## src/rtl/if_fetch_ctrl.sv

```systemverilog
// IF-stage sequencing controller: drives PC write, next-PC select and IF/ID control,
// absorbing instruction-memory wait states, hazard stalls and jump/branch redirects.
module if_fetch_ctrl #(
  parameter int unsigned BOOT_CYCLES = 2,
  parameter int unsigned CNT_W       = 16
) (
  input  logic             clk,
  input  logic             rst,
  output logic             imem_req,
  input  logic             imem_ready,
  input  logic             stall,
  input  logic             jump,
  input  logic             branch_taken,
  output logic             PCWr,
  output logic [1:0]       NPCOp,
  output logic             ifid_wr,
  output logic             ifid_flush,
  output logic             redirect_ack,
  output logic [CNT_W-1:0] fetch_cnt
);

  localparam int unsigned BW = (BOOT_CYCLES > 0) ? $clog2(BOOT_CYCLES + 1) : 1;

  typedef enum logic [1:0] {S_BOOT, S_FETCH, S_WAIT, S_HOLD} state_t;

  state_t           r_state;
  state_t           w_next;
  logic [BW-1:0]    r_boot_cnt;
  logic             r_pend_v;
  logic [1:0]       r_pend_op;
  logic [CNT_W-1:0] r_fetch_cnt;

  logic             w_active;
  logic             w_redir;
  logic             w_done;
  logic [1:0]       w_eff_op;
  logic             w_pend_v_nx;
  logic [1:0]       w_pend_op_nx;

  always_comb begin
    w_active = (r_state == S_FETCH) || (r_state == S_WAIT);
    w_redir  = branch_taken | jump | r_pend_v;
    if (branch_taken)  w_eff_op = 2'b10;
    else if (jump)     w_eff_op = 2'b01;
    else if (r_pend_v) w_eff_op = r_pend_op;
    else               w_eff_op = 2'b00;
    // A redirect completes even under stall: the flushed slot makes the hazard moot.
    w_done = w_active & imem_ready & (~stall | w_redir);

    imem_req     = w_active;
    PCWr         = w_done;
    ifid_wr      = w_done;
    NPCOp        = w_done ? w_eff_op : 2'b00;
    ifid_flush   = w_done & w_redir;
    redirect_ack = w_done & w_redir;
  end

  always_comb begin
    w_next = r_state;
    unique case (r_state)
      S_BOOT:  if (r_boot_cnt <= BW'(1)) w_next = S_FETCH;
      S_FETCH,
      S_WAIT: begin
        if (w_done)           w_next = S_FETCH;
        else if (!imem_ready) w_next = S_WAIT;
        else                  w_next = S_HOLD;
      end
      S_HOLD:  if (!stall) w_next = S_FETCH;
      default: w_next = S_BOOT;
    endcase
  end

  // A pending branch outranks any later jump; a pending jump yields to a later branch.
  always_comb begin
    w_pend_v_nx  = r_pend_v;
    w_pend_op_nx = r_pend_op;
    if (w_done) begin
      w_pend_v_nx  = 1'b0;
      w_pend_op_nx = 2'b00;
    end else if (r_state != S_BOOT) begin
      if (branch_taken) begin
        w_pend_v_nx  = 1'b1;
        w_pend_op_nx = 2'b10;
      end else if (jump && !r_pend_v) begin
        w_pend_v_nx  = 1'b1;
        w_pend_op_nx = 2'b01;
      end
    end
  end

  always_ff @(posedge clk or posedge rst) begin
    if (rst) begin
      r_state     <= S_BOOT;
      r_boot_cnt  <= BW'(BOOT_CYCLES);
      r_pend_v    <= 1'b0;
      r_pend_op   <= 2'b00;
      r_fetch_cnt <= '0;
    end else begin
      r_state   <= w_next;
      r_pend_v  <= w_pend_v_nx;
      r_pend_op <= w_pend_op_nx;
      if (r_state == S_BOOT && r_boot_cnt != '0) r_boot_cnt <= r_boot_cnt - BW'(1);
      if (w_done) r_fetch_cnt <= r_fetch_cnt + CNT_W'(1);
    end
  end

  assign fetch_cnt = r_fetch_cnt;

endmodule

```

## config.mk

```make
export PLATFORM = sky130hd
export DESIGN_NAME = if_fetch_ctrl
export DESIGN_NICKNAME = d
export VERILOG_FILES = /design/src/rtl/if_fetch_ctrl.sv
export SDC_FILE = /design/constraint.sdc
export NUM_CORES = 1
export LEC_CHECK = 0
export CAP_MARGIN = 20
export CORE_AREA = 2 2 66 68
export DETAILED_ROUTE_END_ITERATION = 8
export DIE_AREA = 0 0 68 70
export PLACE_DENSITY = 0.63
export SLEW_MARGIN = 20
export SYNTH_ARGS = -nofsm -noshare
export SYNTH_HDL_FRONTEND = slang
export SYNTH_SLANG_ARGS = --single-unit
```

## constraint.sdc

```tcl
create_clock -name clk -period 2.05 [get_ports clk]
set_input_delay 0.3075 -clock clk [delete_from_list [all_inputs] [get_ports clk]]
set_output_delay 0.3075 -clock clk [all_outputs]
set_load 0.005 [all_outputs]
```

**Yosys cells after proc, flatten, opt, wreduce, memory -nomap -nowiden**

Cells that the tools add are included.

- Memories: 0
- Output and inout port bits: 23
- Flip-flop bits (word level): 23
- Bits in writable memories: 0
- ROM bits: 0
- Bits in latches: 0
- Input bits: 6
- Logic and storage cells: 49

- Bitwise operators: 7
- Shift-type cells: 0
- Eq/ne operators: 5
- Reductions and logical operators: 12
- $lt $le $gt $ge: 1
- Multiplexer cells: 17
- Add/sub/neg operators: 2
- Multiply operators: 0
- Divide/modulo/power cells: 0

Operators by type and width:

| operator | number |
|---|---|
| $mux 2 | 11 |
| $add 16x1->16 const B | 1 |
| $pmux 2 s3 | 1 |
| $reduce_bool 2->1 | 3 |
| $mux 1 | 5 |
| $eq 2x2->1 const B | 2 |
| $ne 2x2->1 const B | 2 |
| $reduce_and 2->1 | 2 |
| $and 1x1->1 | 3 |
| $or 1x1->1 | 3 |
| $reduce_bool 3->1 | 1 |
| $eq 2x1->1 const B | 1 |
| $le 2x1->1 const B | 1 |
| $logic_and 1x1->1 | 2 |
| $logic_not 2->1 | 1 |
| $reduce_or 2->1 | 1 |
| $sub 2x1->2 const B | 1 |
| $logic_not 1->1 | 1 |
| $logic_or 1x1->1 | 1 |
| $not 1->1 | 1 |

**Depth between registers and ports, before layout**

- Depth after elaboration: 6
- Gate-level depth with buffers: 9

**Worst setup path before layout**

Ideal clock, no wire load.

- Path type: register to output
- Start: reg r_state[1]
- End: out ifid_wr
- Path slack: 303 ps
- Data required time: 1742 ps
- Stages on the path, launching flop included: 9
- Arrival: 1439 ps
- Cell sequence: dfrtp_1 inv_1 ha_1 nand2_1 or2_1 buf_4 inv_2 buf_4 buf_4

- Cells in the longest elaborated chain, start to end: 4
- Elaborated cells on any way between the ends: 5
- Classes of those cells: 2 x eq/ne; 2 x bitwise; 1 x reduce/logical

Ends and longest elaborated chain:

| element | line | source |
|---|---|---|
| from (decl) | 26 | `state_t r_state;` |
| from (signal assigned) | 99 | `r_state <= w_next;` |
| $eq 2x1->1 or $eq 2x2->1 (tied branches) | 41 | `w_active = (r_state == S_FETCH) \|\| (r_state == S_WAIT);` |
| $logic_or 1x1->1 (*) | 41 |  |
| named net imem_req | 9 | `output logic imem_req,` |
| $and 1x1->1 (*) (2 in series) | 48 | `w_done = w_active & imem_ready & (~stall \| w_redir);` |
| to (decl) | 16 | `output logic ifid_wr,` |

Mark *: on every way through the listed nets, which the timed path passes. The rest lies on a longest branch.

**Worst setup path after layout**

- Start: reg r_state[0]
- End: out NPCOp[1]

- Cells in the longest elaborated chain, start to end: 5
- Elaborated cells on any way between the ends: 6
- Classes of those cells: 2 x eq/ne; 1 x mux; 2 x bitwise; 1 x reduce/logical

Ends and longest elaborated chain:

| element | line | source |
|---|---|---|
| $eq 2x1->1 or $eq 2x2->1 (tied branches) | 41 |  |
| $logic_or 1x1->1 (*) | 41 |  |
| $and 1x1->1 (*) (2 in series) | 48 |  |
| $mux 2 (*) | 53 | `NPCOp = w_done ? w_eff_op : 2'b00;` |
| to (decl) | 15 | `output logic [1:0] NPCOp,` |

Mark *: on every way between the ends. The rest lies on a longest branch, timed or not.

==> reports/metrics.yaml <==
synth:
  synth_area_per_cell_um2: 10.2
  syn_area_um2: 1180
  ys_ff_latch: 23
  synth_fp_nets: 127
  syn_inst: 116
  yosysWarnings: 0
  yosysUniqueCellTypes: 29
  yosysSeqAreaShare: 0.489
timing:
  fin_ws_ps: 87.3
  setup_viol: 0
  finalCritPeriodShare: 0.957
  period_needed_ps: 1960
  rsz0062_at_grt: "no"
  fmax_mhz: 510
  fin_tns_setup_ps: 0
  worstMarginPinSlew_ps: 302
  finalHoldViolCount: 0
  final-max-slew-violation-count: 0
  clock-skew-final_ps: 1.37
  slew_headroom: 0.798
run:
  drv_cap: 0
drt:
  routed_via_density: 4.64
  drt.antenna.violating_nets: 0
  first_iter_violations: 31
  vias: 969
  wl_per_cell_um: 12.6
  post-route-drc-count: 0
  wirelength_mm: 2.64
  firstDrtPassIters: 4
cells_and_area:
  syn_to_final_growth_pct: 39.6
  nets: 169
  diodes: 0
  drive_gt1_frac: 0.204
  nFillCells: 435
pwr:
  peakVddDrop_uv: 761
  powerDensity_nw_per_um2: 1040
  p_leak_nw: 0.754
  power_mw: 1.71
setup_path:
  setup.worst_path.start_class: "flop"
  cp_slowest_cell: "dfrtp_1"
  arrival_ps: 1660
  criticalPathCategory: "reg2out"
  critPathBufInv: 3
  worstPathCellList: "inv_1, ha_1, nand2_1, or2_4, buf_4, nor2_2, buf_2"
  crit_fanout: 4
  critPathTopFamily: "simple AND/OR/NAND/NOR gates"
  critPathRequiredTime_ps: 1740
  cp-end-kind: "output port"
  crit_path_max_incr_delay_ps: 360
floorplanning:
  die_w_um: 68
  core_um2: 4140
  die_h_um: 70
  io-pin-count: 29
  initial_core_util: 0.285
  rows: 24
  dieArea_um2: 4760
clock_tree:
  h-tree-depth: 1
  hold_buffers: 0
  insertion_delay_ps: 270
  root_buffer: "clkbuf_8"
  clock_sinks: 23
  cts_tree: "done"
  cts_buffer_depth: 2
  clk_pin_slew_ps: 80
  cts_buffers: 3
global_routing:
  grt_pass1_wl_mm: 4.24
  antenna_found_initial: 0
  grtUsageTotal: 0.114
  grt-ovfl-total: 0
  grtUsageMet3: 0.0306
  use_met2: 0.191
  met1_usage: 0.149
  grt_max_degree: 24
  grt_pass1_vias: 942
  grt-busiest-layer: "met2"
hold_path:
  hold_class: "in2async"
place:
  place.port_buffers: 28
  routabilityCongestion: 0.741
  dpl.hpwl_mm: 1.96
  place_ws_ps: -216
outcome:
  status: "finished, final reports clean"
routing by layer:
metal	vias to the layer above	routed length, µm
met5	-	0
met4	0	7
met3	2	133
met2	26	1300
met1	473	1200
li1	468	-
path summary, 6_finish.rpt:
path / start / end / slack, ps / cells after the start
max: r_state[0]$_DFFE_PP0P_ / NPCOp[1] / 90 / 7
min reg2reg: fetch_cnt[15]$_DFFE_PP0P_ / fetch_cnt[15]$_DFFE_PP0P_ / 480 / 1
min in group clk: fetch_cnt[15]$_DFFE_PP0P_ / fetch_cnt[15]$_DFFE_PP0P_ / 480 / 1
max in group asynchronous: rst / r_boot_cnt[1]$_DFFE_PP1P_ / 1390 / 3
max reg2reg: r_state[0]$_DFFE_PP0P_ / fetch_cnt[15]$_DFFE_PP0P_ / 240 / 7
min: rst / fetch_cnt[8]$_DFFE_PP0P_ / 380 / 3
tightest hold or removal path, cell delays in order:
cell	delay [ps]
clkdlybuf4s50_1	390
inv_1	50
buf_4	290
flip-flops by register name, indices dropped and copies added (netlist names):
signal	cells
fetch_cnt	16
r_state	2
r_pend_v	1
r_boot_cnt	2
r_pend_op	2
report_power, final:
part / internal (mW) / switching, mW / leakage (nW)
clock: 0.136 / 0.154 / 0.0255
sequential: 0.551 / 0.117 / 0.298
combinational: 0.443 / 0.310 / 0.431
total: 1.13 / 0.580 / 0.754
cells by family (layout without fill, tap and decap cells):
logic type / count (synthesis) / after routing / synth area share
flip-flops: 23 / 23 / 0.489
adder cells (fa/ha/maj): 5 / 5 / 0.0530
buffers and inverters: 14 / 55 / 0.0636
AO/OA/AOI/OAI: 10 / 10 / 0.0541
AND/OR/NAND/NOR: 48 / 48 / 0.222
XOR/XNOR: 16 / 16 / 0.119
synthesized netlist by cell type (all sizes together):
master / count / share of area
dfrtp: 22 / 0.47
nand2b: 2 / 0.011
xnor2: 9 / 0.067
a32o: 1 / 0.0085
nor3b: 1 / 0.0064
buf: 5 / 0.035
nor3: 6 / 0.042
inv: 9 / 0.029
a31oi: 1 / 0.0053
and3: 2 / 0.011
nand4: 4 / 0.021
o22a: 2 / 0.015
nor2: 9 / 0.029
nor2b: 1 / 0.0053
nand3: 6 / 0.025
or3: 1 / 0.0053
and4: 2 / 0.015
a21oi: 3 / 0.013
nor4b: 1 / 0.0074
xor2: 7 / 0.052
dfstp: 1 / 0.022
or2: 1 / 0.0053
nand2: 12 / 0.038
o21ai: 3 / 0.013
ha: 5 / 0.053
layout make-up:
cell class / instances / area [µm²] / area share
Sequential cell: 23 / 577 / 0.350
Multi-Input combinational cell: 79 / 552 / 0.335
Timing Repair Buffer: 42 / 370 / 0.225
Tap cell: 52 / 65.1 / 0.0395
Clock buffer: 3 / 41.3 / 0.0251
Inverter: 9 / 36.3 / 0.0220
Clock inverter: 1 / 5.00 / 0.00304
layout by cell type (no fill, tap or decap), types with 3 or more instances in the layout:
| cell type | n |
|---|---|
| xor2_1 | 7 |
| nor3_2 | 5 |
| inv_1 | 8 |
| clkbuf_8 | 3 |
| nand3_1 | 6 |
| nand4_1 | 4 |
| buf_4 | 14 |
| ha_1 | 5 |
| a21oi_1 | 3 |
| nor2_1 | 7 |
| dlygate4sd2_1 | 4 |
| nand2_1 | 12 |
| clkdlybuf4s50_1 | 22 |
| xnor2_1 | 9 |
| dfrtp_1 | 22 |
repair_timing:
action,in CTS,in global routing
setup endpoints to repair,6,6
buffers inserted,2,0
resized for setup,13,5
pin swaps,1,0
through the flow:
stage	instances	utilization	instance area, µm²	hold WS, ps
floorplan	116	-	1180	309
global placement	203	0.380	1570	457
detailed placement	203	0.380	1570	471
CTS	209	0.394	1630	390
global route	209	0.397	1650	428
finish	209	0.397	1650	376
Power figures use the tool's default switching activity.
